--- config.mk ---
export PLATFORM = sky130hd
export DESIGN_NAME = div_unit
export DESIGN_NICKNAME = d
export VERILOG_FILES = /design/src/rtl/div_unit.sv
export SDC_FILE = /design/constraint.sdc
export NUM_CORES = 1
export LEC_CHECK = 0
export CORE_ASPECT_RATIO = 0.6
export CORE_MARGIN = 1.5
export CORE_UTILIZATION = 25
export DETAILED_ROUTE_END_ITERATION = 8
export RECOVER_POWER = 50
export SLEW_MARGIN = 5
export SYNTH_ARGS = -nofsm -noshare
export SYNTH_HDL_FRONTEND = slang
export SYNTH_SLANG_ARGS = --single-unit
--- constraint.sdc ---
create_clock -name clk -period 5.1 [get_ports clk]
set_input_delay 1.02 -clock clk [delete_from_list [all_inputs] [get_ports clk]]
set_output_delay 1.02 -clock clk [all_outputs]
set_load 0.02 [all_outputs]
--- src/rtl/div_unit.sv ---
// rtl/div_unit.sv - iterative radix-2 restoring divider for DIV/DIVU/REM/REMU
`timescale 1ns/1ps

module div_unit #(
  parameter int WIDTH = 32,
  parameter int CNT_W = 6
) (
  input  logic             clk,
  input  logic             rst_n,
  input  logic             start,
  input  logic             kill,
  input  logic [3:0]       aluop_EX,
  input  logic [2:0]       funct3,
  input  logic [WIDTH-1:0] a,
  input  logic [WIDTH-1:0] b,
  output logic             busy,
  output logic             done,
  output logic [WIDTH-1:0] result
);

  typedef enum logic [1:0] {IDLE, CALC, DONE} state_t;

  localparam logic [WIDTH-1:0] MIN_NEG = {1'b1, {(WIDTH-1){1'b0}}};
  localparam logic [CNT_W-1:0] LAST    = CNT_W'(WIDTH - 1);

  state_t           state;
  logic [CNT_W-1:0] cnt_q;
  logic [WIDTH-1:0] dvd_q;
  logic [WIDTH-1:0] rem_q;
  logic [WIDTH-1:0] dvs_q;
  logic             op_rem_q;
  logic             q_neg_q;
  logic             r_neg_q;

  logic             valid_op;
  logic             is_uns;
  logic             a_neg;
  logic             b_neg;
  logic [WIDTH-1:0] a_mag;
  logic [WIDTH-1:0] b_mag;
  logic             div_zero;
  logic             ovf;
  logic [WIDTH:0]   rem_shift;
  logic [WIDTH:0]   rem_diff;
  logic             take;
  logic [WIDTH-1:0] rem_nxt;
  logic [WIDTH-1:0] quo_nxt;
  logic [WIDTH-1:0] q_final;
  logic [WIDTH-1:0] r_final;
  logic             unused_funct3;

  assign unused_funct3 = ^funct3[2:1];

  assign valid_op = (aluop_EX[3:1] == 3'b111);
  assign is_uns   = funct3[0];
  assign a_neg    = !is_uns && a[WIDTH-1];
  assign b_neg    = !is_uns && b[WIDTH-1];
  assign a_mag    = a_neg ? -a : a;
  assign b_mag    = b_neg ? -b : b;
  assign div_zero = (b == '0);
  assign ovf      = !is_uns && (a == MIN_NEG) && (b == '1);

  // One restoring step: the dividend register shifts its MSB into the
  // partial remainder and receives the new quotient bit at its LSB.
  assign rem_shift = {rem_q, dvd_q[WIDTH-1]};
  assign rem_diff  = rem_shift - {1'b0, dvs_q};
  assign take      = !rem_diff[WIDTH];
  assign rem_nxt   = take ? rem_diff[WIDTH-1:0] : rem_shift[WIDTH-1:0];
  assign quo_nxt   = {dvd_q[WIDTH-2:0], take};
  assign q_final   = q_neg_q ? -quo_nxt : quo_nxt;
  assign r_final   = r_neg_q ? -rem_nxt : rem_nxt;

  assign busy = rst_n &&
                ((state == CALC) || ((state == IDLE) && start && !kill && valid_op));

  always_ff @(posedge clk or negedge rst_n) begin
    if (!rst_n) begin
      state    <= IDLE;
      cnt_q    <= '0;
      dvd_q    <= '0;
      rem_q    <= '0;
      dvs_q    <= '0;
      op_rem_q <= 1'b0;
      q_neg_q  <= 1'b0;
      r_neg_q  <= 1'b0;
      result   <= '0;
      done     <= 1'b0;
    end else if (kill) begin
      state <= IDLE;
      done  <= 1'b0;
    end else begin
      case (state)
        IDLE: begin
          done <= 1'b0;
          if (start && valid_op) begin
            op_rem_q <= aluop_EX[0];
            q_neg_q  <= a_neg ^ b_neg;
            r_neg_q  <= a_neg;
            dvd_q    <= a_mag;
            dvs_q    <= b_mag;
            rem_q    <= '0;
            cnt_q    <= '0;
            if (div_zero) begin
              result <= aluop_EX[0] ? a : '1;
              done   <= 1'b1;
              state  <= DONE;
            end else if (ovf) begin
              result <= aluop_EX[0] ? '0 : MIN_NEG;
              done   <= 1'b1;
              state  <= DONE;
            end else begin
              state <= CALC;
            end
          end
        end
        CALC: begin
          dvd_q <= quo_nxt;
          rem_q <= rem_nxt;
          cnt_q <= cnt_q + CNT_W'(1);
          if (cnt_q == LAST) begin
            result <= op_rem_q ? r_final : q_final;
            done   <= 1'b1;
            state  <= DONE;
          end
        end
        default: begin
          done  <= 1'b0;
          state <= IDLE;
        end
      endcase
    end
  end

endmodule

==> impl_metrics.toml <==
[status]
status = "finished with violations"
violations = "max-capacitance violations, max-slew violations"

[critical_path]
crit_buf_inv = 3
reg2reg_from = "dvd_q[31]$_DFFE_PN0P_"
crit_path_max_fanout = 17
critPathMaxStageDelay_ns = 0.47
reg2reg_depth = 17
r2r_setup_slack_ns = 0.42
cp.depth = 17
r2r-end = "result[8]$_DFFE_PN0P_"
startpoint_type = "flop"
cp-startpoint = "dvd_q[31]$_DFFE_PN0P_"
path_class = "reg2reg"
cpLargestDelayFamily = "compound AO/OA/AOI/OAI gates"
endpoint_kind = "flop"
arrival_ns = 4.99
slowest_stage = "dfrtp_1"
worstPathCellList = "inv_1, ha_1, fa_1, nor2b_1, o31ai_2, a211o_1, a21oi_2, a211oi_4, inv_2, buf_4, ha_1, nand2_1, o31ai_1, xor2_1, o21ai_0, a21oi_1, o21ai_0"
critPathRequiredTime_ns = 5.41
endpoint = "result[8]$_DFFE_PN0P_"

[pwr]
intPower_mw = 5.05
switching_share_pct = 52.9
power_density_nw_per_um2 = 750
power.leakage_nw = 5.69
pwr-share-clk_pct = 12.9
combPwrFrac_pct = 67.2
sequentialPowerShare_pct = 19.9
p_switching_mw = 5.67
vdd_drop_max_uv = 425

[timing]
clock.fmax_mhz = 214
slew_viol_final = 119
hold_violations = 0
worst_slew_pin_slew_ns = 2.89
period_share_pct = 91.8
rsz0062_at_grt = "false"
whs_ns = 0.477
tns_ns = 0
max_slew_margin_pct = -92.5
fin_skew_ns = 0.0106
period_needed_ns = 4.68
setup_viol = 0

[detailed_routing]
wl_per_cell_um = 19.6
drtIter0Drc = 1500
drc = 0
dr.pass1.iters = 8
num_vias = 12137
vias_per_cell = 5.35
routed_wl_mm = 44.4
ant_nets = 0

[synthesis]
synth_top_area_share_pct = 29.5
ys_ff_latch = 140
synth_top_cell_by_area = "dfrtp_1"
syn_area_um2 = 11900
synthArstFlopShare_pct = 100
netlist_top_cells_count = "193 x nand2_1, 168 x o21ai_0, 147 x a21oi_1, 140 x dfrtp_1, 131 x nor2_1"
ys_types = 86
syn-num-nets = 1668
synth_edf_count = 0
syn_inst = 1554
ys_seq_area_share_pct = 29.5
yosys_most_used_dff = "dfrtp_1"
yosysWarnings = 0
syn_avg_cell_area_um2 = 7.65
yosysMostFrequentCell = "nand2_1"
yosys-top-cells-area = "dfrtp_1 29%, o21ai_0 7.1%, a21oi_1 6.2%"

[clock_tree]
cts_htree_levels = 4
clk_path_buf_depth = 2
post_cts_buffers = 0
cts_buffers = 17
cts_root_buffer = "clkbuf_16"
clock-sinks = 140
cts_tree = "built"
clk-insertion-delay-late_ns = 0.45
cts_resized = 0
cts_hold_buffers = 0
path_clk_slew_ns = 0.06

[grt]
groute.usage.overall_pct = 18.2
grt_pass1_wl_mm = 68.1
antenna_found_initial = 1
grt-ovfl-total = 0
grt_max_degree = 74
first_global_vias = 11142

[final_layout]
syn2layout_area_growth_pct = 20.1
seq_area_um2 = 3500
drive_above_1_share_pct = 7.03
fill_cells = 4963
multi_input_area_um2 = 7820
nets = 1737

[run]
maxCapViolCount = 3

[place]
dp_hpwl_mm = 35.6
place_congestion = 0.928
portBuffers = 106

[floorplan]
fp-row-count = 61
die_area_um2 = 48900
chipWidth_um = 285
ios = 109
die_y_um = 172
start_util_pct = 25.5
core_um2 = 46600

[hold_path]
hold_class = "reg2reg"
-- layout make-up --
cell class              instances  area share, %
clock inverters                14           1.34
clock buffers                  18           3.07
well taps                     630           5.52
inverters                      58           1.52
repair buffers                140           9.26
multi-input cells            1266           54.7
diodes                          1         0.0175
flip-flops and latches        140           24.5
-- power groups by stage --
stage                     sequential, mW  clock, mW  combinational, mW
after floorplan                     2.06          0               4.99
after global routing                2.20       1.45               7.87
final                               2.13       1.38               7.21
after global placement              2.13          0               6.98
after CTS                           2.13       1.40               7.10
after detailed placement            2.15          0               7.07
-- routing by layer --
layer	track usage (%)	wire (um)
met1	27.7	22300
met2	23.9	16900
met3	6.00	4560
met4	3.93	602
met5	0	0
-- worst register-to-register path: cells and delay by family (launching register included) --
kind / cells / cell delay [ns]
compound gates: 8 / 1.94
fa+ha+maj: 3 / 0.96
buf+inv: 3 / 0.49
flops: 1 / 0.47
simple gates: 2 / 0.40
xor+xnor: 1 / 0.28
-- layout by cell type (no fill, tap or decap), drive strengths merged, types with 25 or more instances in the layout --
cell type	n
o22ai	27
xnor2	68
inv	58
nand4	28
xor2	59
dfrtp	140
dlygate4sd3	35
nor4	26
o31ai	25
buf	32
ha	38
o21ai	175
a21oi	149
nand2	194
nor3	39
clkdlybuf4s50	70
nor2	131
-- through the flow --
stage,util [%],instances,cell area (um2),power (mW),setup slack (ns)
5_1_grt,30.6,2266,14300,11.5,0.177
4_1_cts,30.7,2266,14300,10.6,0.570
2_1_floorplan,-,1554,11900,7.05,1.05
6_report,30.6,2267,14300,10.7,0.417
3_3_place_gp,29.3,2234,13700,9.11,0.484
3_5_place_dp,29.3,2234,13700,9.21,0.370
-- cell families after synthesis --
| family | synth area share (%) |
|---|---|
| mux | 2.44 |
| xor+xnor | 9.35 |
| fa+ha+maj | 4.17 |
| simple gates | 22.3 |
| buf+inv | 5.02 |
| compound gates | 27.3 |
| flops | 29.5 |
-- worst min-delay path by stage --
stage	slack (ns)	depth (start not counted)	endpoint	from
after floorplan	0.45	2	dvs_q[10]$_DFFE_PN0P_	dvs_q[10]$_DFFE_PN0P_
after global placement	0.47	2	result[8]$_DFFE_PN0P_	result[8]$_DFFE_PN0P_
after detailed placement	0.47	2	dvs_q[16]$_DFFE_PN0P_	dvs_q[16]$_DFFE_PN0P_
after CTS	0.49	2	dvs_q[16]$_DFFE_PN0P_	dvs_q[16]$_DFFE_PN0P_
after global routing	0.51	1	result[24]$_DFFE_PN0P_	rst_n
final	0.48	2	result[12]$_DFFE_PN0P_	result[12]$_DFFE_PN0P_
-- flip-flops by register name, summed over array words and instances (netlist names) --
signal,flops
dvd_q,32
dvs_q,32
rem_q,32
result,32
cnt_q,6
state,2
done,1
op_rem_q,1
q_neg_q,1
r_neg_q,1
Note: power is estimated with default switching activity, not from simulation.
